--- src/rtl/gzip_compressor_top.sv ---
// rtl/gzip_compressor_top.sv - literal-only fixed-Huffman gzip member encoder, bytes in / 32-bit LE words out
module gzip_compressor_top #(
  parameter int SIMULATION = 0
) (
  input  logic        clk,
  input  logic        rst,
  output logic        i_tready,
  input  logic        i_tvalid,
  input  logic [7:0]  i_tdata,
  input  logic        i_tlast,
  input  logic        o_tready,
  output logic        o_tvalid,
  output logic [31:0] o_tdata,
  output logic        o_tlast,
  output logic [3:0]  o_tkeep
);

  typedef enum logic [2:0] {S_IDLE, S_HEADER, S_DATA, S_TAIL, S_FLUSH} state_t;

  // gzip header bytes 0..7 (1F 8B 08 00, MTIME 0) packed little-endian
  localparam logic [63:0] HDR_LO = 64'h0000_0000_0008_8B1F;

  function automatic logic [31:0] crc_byte(input logic [31:0] c, input logic [7:0] d);
    logic [31:0] r;
    r = c ^ {24'd0, d};
    for (int k = 0; k < 8; k++) r = r[0] ? ((r >> 1) ^ 32'hEDB8_8320) : (r >> 1);
    return r;
  endfunction

  // Huffman codes go out MSB-first, so return the code already bit-reversed
  function automatic logic [8:0] lit_rev(input logic [7:0] b);
    logic [8:0] c;
    logic [8:0] r;
    r = '0;
    if (b < 8'd144) begin
      c = {1'b0, b + 8'h30};
      for (int k = 0; k < 8; k++) r[k] = c[7-k];
    end else begin
      c = 9'h190 + {1'b0, b} - 9'd144;
      for (int k = 0; k < 9; k++) r[k] = c[8-k];
    end
    return r;
  endfunction

  function automatic logic [3:0] keep_of(input logic [6:0] n);
    case (n[5:3])
      3'd1:    return 4'b0001;
      3'd2:    return 4'b0011;
      3'd3:    return 4'b0111;
      default: return 4'b1111;
    endcase
  endfunction

  state_t      state_q, state_d;
  logic [1:0]  tstep_q, tstep_d;
  logic [63:0] acc_q, acc_d;
  logic [6:0]  cnt_q, cnt_d;
  logic [31:0] crc_q, crc_d;
  logic [31:0] bytes_q, bytes_d;
  logic [8:0]  pend_code_q, pend_code_d;
  logic [3:0]  pend_len_q, pend_len_d;
  logic        pend_last_q, pend_last_d;
  logic        ov_q, ov_d, ol_q, ol_d;
  logic [31:0] od_q, od_d;
  logic [3:0]  ok_q, ok_d;

  logic        can_take, mv, flush_last, in_fire, app_en, room;
  logic [6:0]  cnt_m, app_len;
  logic [63:0] acc_m, app_bits;
  logic [8:0]  in_rev;
  logic [3:0]  in_len;
  logic [2:0]  pad;

  logic sim_param_unused;
  assign sim_param_unused = (SIMULATION != 0);

  assign i_tready = !rst && ((state_q == S_IDLE) || (state_q == S_DATA && cnt_q <= 7'd55));
  assign o_tvalid = ov_q;
  assign o_tdata  = od_q;
  assign o_tlast  = ol_q;
  assign o_tkeep  = ok_q;

  always_comb begin
    can_take    = !ov_q || o_tready;
    flush_last  = (state_q == S_FLUSH) && (cnt_q <= 7'd32);
    mv          = can_take && ((state_q == S_FLUSH) || (cnt_q >= 7'd32));
    cnt_m       = mv ? (flush_last ? 7'd0 : cnt_q - 7'd32) : cnt_q;
    acc_m       = mv ? {32'd0, acc_q[63:32]} : acc_q;
    in_fire     = i_tready && i_tvalid;
    in_rev      = lit_rev(i_tdata);
    in_len      = (i_tdata < 8'd144) ? 4'd8 : 4'd9;
    pad         = 3'd1 - cnt_m[2:0];
    app_en      = 1'b0;
    app_bits    = '0;
    app_len     = '0;
    state_d     = state_q;
    tstep_d     = tstep_q;
    crc_d       = crc_q;
    bytes_d     = bytes_q;
    pend_code_d = pend_code_q;
    pend_len_d  = pend_len_q;
    pend_last_d = pend_last_q;

    case (state_q)
      S_HEADER: begin
        // bytes 8..9 (XFL 00, OS FF), BFINAL=1/BTYPE=01, then the held first literal
        app_bits = ({55'd0, pend_code_q} << 19) | 64'h3_FF00;
        app_len  = 7'd19 + {3'd0, pend_len_q};
      end
      S_DATA: begin
        app_bits = {55'd0, in_rev};
        app_len  = {3'd0, in_len};
      end
      S_TAIL: begin
        case (tstep_q)
          2'd0:    app_len = 7'd7 + {4'd0, pad};
          2'd1:    begin app_bits = {32'd0, ~crc_q}; app_len = 7'd32; end
          default: begin app_bits = {32'd0, bytes_q}; app_len = 7'd32; end
        endcase
      end
      default: ;
    endcase
    room = ({1'b0, cnt_m} + {1'b0, app_len}) <= 8'd64;

    case (state_q)
      S_IDLE: if (in_fire) begin
        state_d     = S_HEADER;
        crc_d       = crc_byte(32'hFFFF_FFFF, i_tdata);
        bytes_d     = 32'd1;
        pend_code_d = in_rev;
        pend_len_d  = in_len;
        pend_last_d = i_tlast;
      end
      S_HEADER: if (room) begin
        app_en  = 1'b1;
        state_d = pend_last_q ? S_TAIL : S_DATA;
        tstep_d = 2'd0;
      end
      S_DATA: if (in_fire) begin
        app_en  = 1'b1;
        crc_d   = crc_byte(crc_q, i_tdata);
        bytes_d = bytes_q + 32'd1;
        if (i_tlast) begin
          state_d = S_TAIL;
          tstep_d = 2'd0;
        end
      end
      S_TAIL: if (room) begin
        app_en  = 1'b1;
        tstep_d = tstep_q + 2'd1;
        if (tstep_q == 2'd2) state_d = S_FLUSH;
      end
      S_FLUSH: if (mv && flush_last) begin
        state_d = S_IDLE;
        crc_d   = 32'hFFFF_FFFF;
        bytes_d = '0;
      end
      default: state_d = S_IDLE;
    endcase

    if (state_q == S_IDLE && in_fire) begin
      acc_d = HDR_LO;
      cnt_d = 7'd64;
    end else if (app_en) begin
      acc_d = acc_m | (app_bits << cnt_m);
      cnt_d = cnt_m + app_len;
    end else begin
      acc_d = acc_m;
      cnt_d = cnt_m;
    end

    ov_d = ov_q;
    od_d = od_q;
    ol_d = ol_q;
    ok_d = ok_q;
    if (mv) begin
      ov_d = 1'b1;
      od_d = acc_q[31:0];
      ol_d = flush_last;
      ok_d = flush_last ? keep_of(cnt_q) : 4'b1111;
    end else if (o_tready) begin
      ov_d = 1'b0;
    end
  end

  always_ff @(posedge clk) begin
    if (rst) begin
      state_q     <= S_IDLE;
      tstep_q     <= '0;
      acc_q       <= '0;
      cnt_q       <= '0;
      crc_q       <= 32'hFFFF_FFFF;
      bytes_q     <= '0;
      pend_code_q <= '0;
      pend_len_q  <= '0;
      pend_last_q <= 1'b0;
      ov_q        <= 1'b0;
      od_q        <= '0;
      ol_q        <= 1'b0;
      ok_q        <= '0;
    end else begin
      state_q     <= state_d;
      tstep_q     <= tstep_d;
      acc_q       <= acc_d;
      cnt_q       <= cnt_d;
      crc_q       <= crc_d;
      bytes_q     <= bytes_d;
      pend_code_q <= pend_code_d;
      pend_len_q  <= pend_len_d;
      pend_last_q <= pend_last_d;
      ov_q        <= ov_d;
      od_q        <= od_d;
      ol_q        <= ol_d;
      ok_q        <= ok_d;
    end
  end

endmodule

--- config.mk ---
export PLATFORM = sky130hd
export DESIGN_NAME = gzip_compressor_top
export DESIGN_NICKNAME = d
export VERILOG_FILES = /design/src/rtl/gzip_compressor_top.sv
export SDC_FILE = /design/constraint.sdc
export NUM_CORES = 1
export LEC_CHECK = 0
export ABC_AREA = 1
export CORE_ASPECT_RATIO = 1.5
export CORE_MARGIN = 2
export CORE_UTILIZATION = 56
export DETAILED_ROUTE_END_ITERATION = 6
export PLACE_DENSITY = 0.87
export SYNTH_ARGS = -nofsm -noshare
export SYNTH_HDL_FRONTEND = slang
export SYNTH_SLANG_ARGS = --single-unit
--- constraint.sdc ---
create_clock -name clk -period 4.35 [get_ports clk]
set_clock_uncertainty 0.2 [all_clocks]
set_input_delay 1.305 -clock clk [delete_from_list [all_inputs] [get_ports clk]]
set_output_delay 1.305 -clock clk [all_outputs]
set_load 0.01 [all_outputs]
==> results of run 1 <==
critical path, stage by stage:
cell	delay, ns
sky130_fd_sc_hd__clkdlybuf4s50_1	0.51
sky130_fd_sc_hd__inv_1	0.07
sky130_fd_sc_hd__ha_1	0.22
sky130_fd_sc_hd__buf_4	0.15
sky130_fd_sc_hd__o21ai_0	0.24
sky130_fd_sc_hd__buf_4	0.16
sky130_fd_sc_hd__o21ai_0	0.14
sky130_fd_sc_hd__o21ai_0	0.29
sky130_fd_sc_hd__o21ai_0	0.15
sky130_fd_sc_hd__o21ai_0	0.31
sky130_fd_sc_hd__o21ai_1	0.13
sky130_fd_sc_hd__buf_4	0.18
sky130_fd_sc_hd__nand2_1	0.11
sky130_fd_sc_hd__nand2_1	0.07
sky130_fd_sc_hd__nand3_1	0.08
sky130_fd_sc_hd__nand2_1	0.06
sky130_fd_sc_hd__nand2_1	0.08
sky130_fd_sc_hd__a21oi_2	0.06
area by class of cell:
type / instances / area (um2) / area share (%)
multi-input cells: 1575 / 8220 / 52.4
clock buffers: 21 / 440 / 2.81
repair buffers: 247 / 2100 / 13.4
clock inverters: 11 / 158 / 1.01
well taps: 276 / 345 / 2.20
flip-flops and latches: 190 / 3800 / 24.3
inverters: 161 / 607 / 3.87
per-layer routing:
metal	global-route usage [%]	wire length, um
met5	0	0
met4	29.3	4760
met3	4.64	2570
met2	68.5	23600
met1	38.8	16300
how the worst max path moves through the flow:
stage,to,slack (ns),depth (start not counted)
6_report,acc_q[40],0.14,18
5_1_grt,acc_q[35],-0.04,22
2_1_floorplan,acc_q[35],0.0001,22
4_1_cts,acc_q[59],0.004,22
3_5_place_dp,acc_q[59],-0.57,19
3_3_place_gp,acc_q[40],-0.45,19
timing repair:
| item | in CTS | in global routing |
|---|---|---|
| resized for setup | 4 | 89 |
| setup endpoints to repair | 12 | 76 |
| pin swaps | 0 | 32 |
| endpoints found under the hold margin | 0 | 0 |
| buffers inserted | 0 | 8 |
| cloned | 0 | 7 |
layout by cell type, fill, tap and decap left out, types with 9 or more instances in the layout:
cell type                         count
sky130_fd_sc_hd__clkbuf_16           20
sky130_fd_sc_hd__nand2_2             19
sky130_fd_sc_hd__nor3_1              28
sky130_fd_sc_hd__nand2_1            520
sky130_fd_sc_hd__o22ai_1             17
sky130_fd_sc_hd__dfxtp_1            190
sky130_fd_sc_hd__o211ai_1            22
sky130_fd_sc_hd__ha_1                10
sky130_fd_sc_hd__buf_4              182
sky130_fd_sc_hd__o21ai_0            228
sky130_fd_sc_hd__nand4_1             25
sky130_fd_sc_hd__mux2i_1             28
sky130_fd_sc_hd__nand3_2              9
sky130_fd_sc_hd__inv_2               14
sky130_fd_sc_hd__clkdlybuf4s50_1     49
sky130_fd_sc_hd__a211oi_1             9
sky130_fd_sc_hd__nand3_1            101
sky130_fd_sc_hd__xnor2_1             27
sky130_fd_sc_hd__a21oi_2             13
sky130_fd_sc_hd__inv_1              141
sky130_fd_sc_hd__nor4_1              10
sky130_fd_sc_hd__o21ai_1             24
sky130_fd_sc_hd__nor2_1             180
sky130_fd_sc_hd__a21oi_1            152
sky130_fd_sc_hd__xor2_1              64
sequential cells by signal (all words and copies together) (netlist names), 3 cells and up:
name,cells
bytes_q,32
state_q,3
pend_code_q,9
cnt_q,7
o_tdata,32
crc_q,32
acc_q,64
o_tkeep,4
power by group:
| part | switching [mW] | internal [mW] | leakage (nW) | total (mW) |
|---|---|---|---|---|
| clock network | 0.746 | 0.914 | 0.282 | 1.66 |
| logic | 4.09 | 2.46 | 4.80 | 6.55 |
| registers | 0.240 | 2.08 | 1.55 | 2.32 |
| total | 5.08 | 5.45 | 6.63 | 10.5 |
cells by family (layout without fill, tap and decap cells):
group / after synthesis / count (layout) / synth area share (%)
mux: 28 / 28 / 2.18
fa+ha+maj: 14 / 14 / 1.36
flops: 190 / 190 / 29.6
compound gates: 510 / 510 / 21.5
xor+xnor: 96 / 96 / 6.71
buf+inv: 283 / 440 / 8.71
simple gates: 926 / 927 / 29.9
==> tab_implementation.tex, run 1 <==
\begin{tabular}{lr}
\hline
Metric & Value \\
\hline
\multicolumn{2}{l}{\textbf{CTS}} \\
\quad H-tree levels & 4 \\
\quad Clock insertion delay at the later pin of the skew report & 0.46 ns \\
\quad Number of buffers between clock root and the deepest sink & 2 \\
\quad Hold-fix buffer count after cts & 0 \\
\quad CTS tree & done \\
\quad Root buffer cell & sky130\_fd\_sc\_hd\_\_clkbuf\_16 \\
\quad Number of buffers added by the clock tree synthesis step & 17 \\
\quad Clock transition at the registers of the reported paths & 0.07 ns \\
\quad Total clock sinks & 190 \\
\multicolumn{2}{l}{\textbf{Synth}} \\
\quad Number of nets in the synthesized netlist & 2074 \\
\quad Part of the Yosys area used for sequential elements & 29.6\% \\
\quad Leading cell types by count after synthesis & sky130\_fd\_sc\_hd\_\_nand2\_1 (538), sky130\_fd\_sc\_hd\_\_o21ai\_0 (247), sky130\_fd\_sc\_hd\_\_dfxtp\_1 (190) \\
\quad Post-synth EDFFs & 0 \\
\quad Proportion of netlist area held by the largest area contributor & 29.6\% \\
\quad Synthesized instance count & 2047 \\
\quad Number of storage elements in the synthesis netlist & 190 \\
\quad Cell taking the most area after synthesis & sky130\_fd\_sc\_hd\_\_dfxtp\_1 \\
\quad Dominant cell by count in the synthesized netlist & sky130\_fd\_sc\_hd\_\_nand2\_1 \\
\quad Average size of a mapped cell & 6.28 um2 \\
\quad Count of yosys warnings during synthesis & 0 \\
\quad Top flip-flop cell by instance count after synthesis & sky130\_fd\_sc\_hd\_\_dfxtp\_1 \\
\quad Proportion of synthesized flip-flops having asynchronous set or reset & 0\% \\
\quad Area contributors post-synth & sky130\_fd\_sc\_hd\_\_dfxtp\_1 (30\%), sky130\_fd\_sc\_hd\_\_nand2\_1 (16\%), sky130\_fd\_sc\_hd\_\_o21ai\_0 (9.6\%), sky130\_fd\_sc\_hd\_\_a21oi\_1 (6.4\%), sky130\_fd\_sc\_hd\_\_nor2\_1 (5.5\%) \\
\quad Post-synthesis cell area & 12900 um2 \\
\quad Post-synthesis cell type count & 48 \\
\multicolumn{2}{l}{\textbf{Outcome}} \\
\quad Status & completed \\
\multicolumn{2}{l}{\textbf{Pwr}} \\
\quad Cell leakage power & 6.63 nW \\
\quad Final Total Pwr & 10.5 mW \\
\quad Pwr per Cell Area & 672 nW/um2 \\
\quad Worst VDD drop & 0.438 mV \\
\multicolumn{2}{l}{\textbf{Setup path}} \\
\quad Crit end category & flop \\
\quad Classification of the worst setup path & primary input to flop \\
\quad Type of element launching the critical path & primary input \\
\quad Register-to-register setup slack & 0.36 ns \\
\quad CP startpoint & i\_tdata[5] \\
\quad Worst reg2reg endpoint & acc\_q[57] \\
\quad Worst R2R Start & cnt\_q[1] \\
\quad Data required, critical path & 4.45 ns \\
\quad Max FO, Critical Path & 2 \\
\quad Crit path arrival time & 4.31 ns \\
\quad Worst-case reg-to-reg path depth & 24 \\
\multicolumn{2}{l}{\textbf{Place}} \\
\quad Number of cells after detailed placement & 2434 \\
\quad Post-DP HPWL & 34200 um \\
\quad Setup WS pre-CTS & -0.572 ns \\
\quad Routability congestion estimate from global placement & 1.02 \\
\quad Number of buffer cells added on primary ports & 51 \\
\quad DP Area & 14600 um2 \\
\multicolumn{2}{l}{\textbf{Cells and area}} \\
\quad Layout overhead on the synthesized area & 21.9\% \\
\quad Antenna diodes & 0 \\
\quad Final cell area excluding filler cells & 15700 um2 \\
\quad Count of filler cells inserted in the layout & 2014 \\
\quad Post-Layout Cell Count & 2481 \\
\quad Utilization after layout & 69.8\% \\
\quad Net count reported at finish & 2219 \\
\quad Fraction of layout instances using a drive strength above 1 & 14.7\% \\
\multicolumn{2}{l}{\textbf{Floorplan}} \\
\quad DIE WIDTH & 128 um \\
\quad Top-Level Pins & 52 \\
\quad Initial Util & 57.3\% \\
\quad Vertical die dimension & 190 um \\
\quad Placement row count & 67 \\
\quad Area inside the core boundary & 22500 um2 \\
\quad Die ar. & 24200 um2 \\
\multicolumn{2}{l}{\textbf{Worst hold path}} \\
\quad Worst Hold End & o\_tdata[31] \\
\quad Worst hold path type & flop to flop \\
\quad Hold Path Origin & acc\_q[31] \\
\quad Number of cells traversed by the worst hold path & 2 \\
\multicolumn{2}{l}{\textbf{Timing}} \\
\quad Slew at the pin with the worst max-slew slack & 1.14 ns \\
\quad Hold slack & 0.259 ns \\
\quad Slew headroom & 24.2\% \\
\quad Final hold violations & 0 \\
\quad Time the worst path needs with I/O delays and setup & 4.21 ns \\
\quad Highest attainable clock frequency & 0.237 GHz \\
\quad Number of setup violations in the final report & 0 \\
\quad Final Max Tran Viols & 0 \\
\quad Final setup TNS & 0 ns \\
\quad Period utilization & 96.8\% \\
\quad Post-route setup slack & 0.138 ns \\
\multicolumn{2}{l}{\textbf{Detailed routing}} \\
\quad Via density per instance & 5.92 \\
\quad Number of DRC markers after the initial detailed-route iteration & 1290 \\
\quad Residual antenna-violating net count after detailed routing & 0 \\
\quad Total via count in the routed design & 14.7k \\
\quad Average wire per standard cell & 19.0 um \\
\quad Drt total wl & 47300 um \\
\quad Number of search-and-repair iterations in the first detailed-routing pass & 6 \\
\quad Remaining design rule violation count & 0 \\
\multicolumn{2}{l}{\textbf{GRT}} \\
\quad Largest net degree at the start of global routing & 110 \\
\quad Total global-route track usage & 37.8\% \\
\quad Global-route congestion overflow total & 0 \\
\quad Number of global-route vias before repair & 14.0k \\
\quad Number of antenna violations at the first check in global routing & 0 \\
\quad First-pass GRT wire length & 72300 um \\
\multicolumn{2}{l}{\textbf{Run}} \\
\quad Total of max-cap violations & 0 \\
\hline
\end{tabular}
Power figures use the tool's default switching activity.
==> run 2, diff against run 1 <==
CORE_UTILIZATION = 58   (was 56)
CTS_BUF_LIST = sky130_fd_sc_hd__clkbuf_4 sky130_fd_sc_hd__clkbuf_8   (was unset)
PLACE_DENSITY = 0.9   (was 0.87)
==> tab_implementation.tex, run 2 (synthesis gave the netlist of run 1 again) <==
\begin{tabular}{lr}
\hline
Metric & Value \\
\hline
\multicolumn{2}{l}{\textbf{Outcome}} \\
\quad Status & completed \\
\multicolumn{2}{l}{\textbf{Pwr}} \\
\quad Clk network pwr share & 13.6\% (-2.2 points) \\
\quad Worst VDD drop & 0.349 mV (-20\%) \\
\quad Sequential share of power & 23.4\% (+1.3 points) \\
\quad Final Total Pwr & 9.90 mW (-6.0\%) \\
\quad Cell leakage power & 6.38 nW (-3.8\%) \\
\quad Share of power burned in combinational logic & 63.0\% (+0.8 points) \\
\quad Pwr per Cell Area & 654 nW/um2 (-2.7\%) \\
\quad Net switching fraction of the power & 48.9\% (+0.74 points) \\
\quad Internal power consumption & 5.05 mW (-7.3\%) \\
\quad Switching pwr & 4.84 mW (-4.6\%) \\
\multicolumn{2}{l}{\textbf{Setup path}} \\
\quad Crit path buf inv count & 5 (unchanged) \\
\quad Critical path's most frequent cell & sky130\_fd\_sc\_hd\_\_nor2\_1 \\
\quad Crit end category & flop \\
\quad Total stage count of the critical path & 23 (+5) \\
\quad Timing endpoint of the critical path & cnt\_q[6] \\
\quad Worst-path cell with the longest stage delay & sky130\_fd\_sc\_hd\_\_clkdlybuf4s50\_1 \\
\quad Classification of the worst setup path & primary input to flop \\
\quad Crit path arrival time & 4.35 ns (+0.04 ns) \\
\quad CP top delay family & simple AND/OR/NAND/NOR gates \\
\quad Register-to-register setup slack & 0.55 ns (+0.19 ns) \\
\quad CP startpoint & o\_tready \\
\quad Max FO, Critical Path & 16 (+14) \\
\quad Type of element launching the critical path & primary input \\
\quad Critical-path cell list & clkdlybuf4s50\_1, nor2\_1, inv\_1, nand3\_4, buf\_4, o211ai\_2, nand2\_1, nand2\_2, nand2\_2, inv\_1, ha\_1, or2\_2, nor2\_2, nand3\_1, nor2\_1, nand2\_1, nand2\_2, nand3\_4, buf\_6, nand3\_1, nand2\_1, nor2\_1, nor2\_1 \\
\quad Worst reg2reg endpoint & cnt\_q[6] \\
\quad Slowest cell delay on critical path & 0.40 ns (-0.11 ns) \\
\quad Worst R2R Start & cnt\_q[1] \\
\quad Worst-case reg-to-reg path depth & 25 (+4.2\%) \\
\quad Data required, critical path & 4.52 ns (+0.07 ns) \\
\multicolumn{2}{l}{\textbf{Detailed routing}} \\
\quad Residual antenna-violating net count after detailed routing & 0 (unchanged) \\
\quad Average wire per standard cell & 18.2 um (-4.4\%) \\
\quad Number of DRC markers after the initial detailed-route iteration & 1612 (+25\%) \\
\quad Remaining design rule violation count & 0 (unchanged) \\
\quad Drt total wl & 44500 um (-5.8\%) \\
\quad Via density per instance & 6.02 (+1.7\%) \\
\quad Total via count in the routed design & 14.7k (+0.14\%) \\
\quad Number of search-and-repair iterations in the first detailed-routing pass & 6 (unchanged) \\
\multicolumn{2}{l}{\textbf{Floorplan}} \\
\quad Area inside the core boundary & 21700 um2 (-3.3\%) \\
\quad Placement row count & 66 (-1.5\%) \\
\quad Die ar. & 23400 um2 (-3.4\%) \\
\quad Top-Level Pins & 52 (unchanged) \\
\quad Vertical die dimension & 186 um (-1.7\%) \\
\quad Initial Util & 59.2\% (+2.0 points) \\
\quad DIE WIDTH & 126 um (-1.7\%) \\
\multicolumn{2}{l}{\textbf{GRT}} \\
\quad Global-route congestion overflow total & 0 (unchanged) \\
\quad Layer with the highest usage after global routing & met2 \\
\quad Number of global-route vias before repair & 13.8k (-1.9\%) \\
\quad Global routing met1 resource utilization & 38.3\% (-0.57 points) \\
\quad Largest net degree at the start of global routing & 110 (unchanged) \\
\quad First-pass GRT wire length & 69400 um (-4.0\%) \\
\quad Total global-route track usage & 36.6\% (-1.2 points) \\
\quad Routing usage on met2 & 63.8\% (-4.7 points) \\
\quad Met3 track demand over resource in global routing & 4.67\% (+0.033 points) \\
\quad Number of antenna violations at the first check in global routing & 0 (unchanged) \\
\multicolumn{2}{l}{\textbf{Place}} \\
\quad Number of buffer cells added on primary ports & 51 (unchanged) \\
\quad Setup WS pre-CTS & -0.415 ns (+0.157 ns) \\
\quad Routability congestion estimate from global placement & 1.07 (+4.4\%) \\
\quad DP Area & 14400 um2 (-1.2\%) \\
\quad Post-DP HPWL & 32300 um (-5.5\%) \\
\multicolumn{2}{l}{\textbf{CTS}} \\
\quad Clock insertion delay at the later pin of the skew report & 0.51 ns (+0.05 ns) \\
\quad Number of buffers between clock root and the deepest sink & 2 (unchanged) \\
\quad Clock transition at the registers of the reported paths & 0.10 ns (+0.03 ns) \\
\quad Total clock sinks & 190 (unchanged) \\
\quad H-tree levels & 4 (unchanged) \\
\quad CTS tree & done \\
\quad Root buffer cell & sky130\_fd\_sc\_hd\_\_clkbuf\_8 \\
\quad Number of buffers added by the clock tree synthesis step & 17 (unchanged) \\
\quad Hold-fix buffer count after cts & 0 (unchanged) \\
\multicolumn{2}{l}{\textbf{Timing}} \\
\quad Post-route setup slack & 0.176 ns (+0.0377 ns) \\
\quad Final Max Tran Viols & 0 (unchanged) \\
\quad Time the worst path needs with I/O delays and setup & 4.17 ns (-0.0377 ns) \\
\quad Final hold violations & 0 (unchanged) \\
\quad Slew at the pin with the worst max-slew slack & 1.14 ns (-0.00111 ns) \\
\quad Period utilization & 96.0\% (-0.87 points) \\
\quad Highest attainable clock frequency & 0.240 GHz (+0.90\%) \\
\quad Number of setup violations in the final report & 0 (unchanged) \\
\quad Slew headroom & 24.2\% (+0.074 points) \\
\quad Final setup TNS & 0 ns (unchanged) \\
\multicolumn{2}{l}{\textbf{Cells and area}} \\
\quad Fraction of layout instances using a drive strength above 1 & 12.2\% (-2.4 points) \\
\quad Count of filler cells inserted in the layout & 1861 (-7.6\%) \\
\quad Sequential standard cell area & 3800 um2 (unchanged) \\
\quad Number of flip-flops under the largest register name & 64 (unchanged) \\
\quad Most frequent standard cell in the layout excluding fill and tap cells & sky130\_fd\_sc\_hd\_\_nand2\_1 \\
\quad Layout overhead on the synthesized area & 17.7\% \\
\quad Utilization after layout & 69.7\% (about the same) \\
\quad Largest Register & acc\_q \\
\quad Antenna diodes & 0 (unchanged) \\
\quad Area of the multi-input gates & 8120 um2 (-1.2\%) \\
\quad Highest-count cells in the layout ignoring fill and taps & sky130\_fd\_sc\_hd\_\_nand2\_1 (528), sky130\_fd\_sc\_hd\_\_o21ai\_0 (232), sky130\_fd\_sc\_hd\_\_dfxtp\_1 (190), sky130\_fd\_sc\_hd\_\_nor2\_1 (186), sky130\_fd\_sc\_hd\_\_a21oi\_1 (155) \\
\quad Net count reported at finish & 2186 (-1.5\%) \\
\quad Final cell area excluding filler cells & 15100 um2 (-3.4\%) \\
\multicolumn{2}{l}{\textbf{Run}} \\
\quad Total of max-cap violations & 0 (unchanged) \\
\multicolumn{2}{l}{\textbf{Worst hold path}} \\
\quad Worst hold path type & flop to flop \\
\hline
\end{tabular}
## run 2: layer usage
layer  vias up  wire length, um
li1       7013                -
met1      6648            15500
met2       779            21800
met3       263             2710
met4         0             4510
met5         -                0
## run 2: tightest hold or removal path, cell delays in order, from the launching register on
cell and delay, ns:
sky130_fd_sc_hd__dfxtp_1 0.31, sky130_fd_sc_hd__inv_1 0.06, sky130_fd_sc_hd__a21oi_1 0.05
## run 2: worst min path at each step
stage / slack (ns) / depth (start not counted) / startpoint / endpoint
after floorplan: 0.22 / 1 / bytes_q[15] / bytes_q[15]
after global placement: 0.24 / 2 / acc_q[31] / o_tdata[31]
after detailed placement: 0.25 / 2 / acc_q[31] / o_tdata[31]
after CTS: 0.26 / 2 / acc_q[31] / o_tdata[31]
after global routing: 0.29 / 2 / acc_q[49] / acc_q[49]
final: 0.26 / 2 / acc_q[31] / o_tdata[31]
## run 2: repair_timing
action	in CTS	in global routing
buffers inserted	0	2
endpoints found under the setup margin	0	74
gates resized for setup	0	52
## run 2: through the flow
step / std cells / hold WS, ns
after floorplan: 2047 / 0.222
after global placement: 2406 / 0.238
after detailed placement: 2406 / 0.245
after CTS: 2438 / 0.261
after global routing: 2444 / 0.289
final: 2444 / 0.259
## run 2: power groups by stage
stage / clock, mW / sequential (mW) / combinational [mW]
final: 1.35 / 2.32 / 6.23
after floorplan: 0 / 2.36 / 3.75
after CTS: 1.35 / 2.31 / 5.92
after global placement: 0 / 2.33 / 5.80
after global routing: 1.41 / 2.35 / 6.79
after detailed placement: 0 / 2.35 / 5.89
## run 2: area by class of cell
| class | count | area share, % |
|---|---|---|
| multi-input combinational | 1575 | 53.6 |
| tap | 272 | 2.25 |
| timing repair buffer | 214 | 12.0 |
| clock buffer | 20 | 1.78 |
| inverter | 161 | 3.99 |
| clock inverter | 12 | 1.20 |
| sequential | 190 | 25.1 |
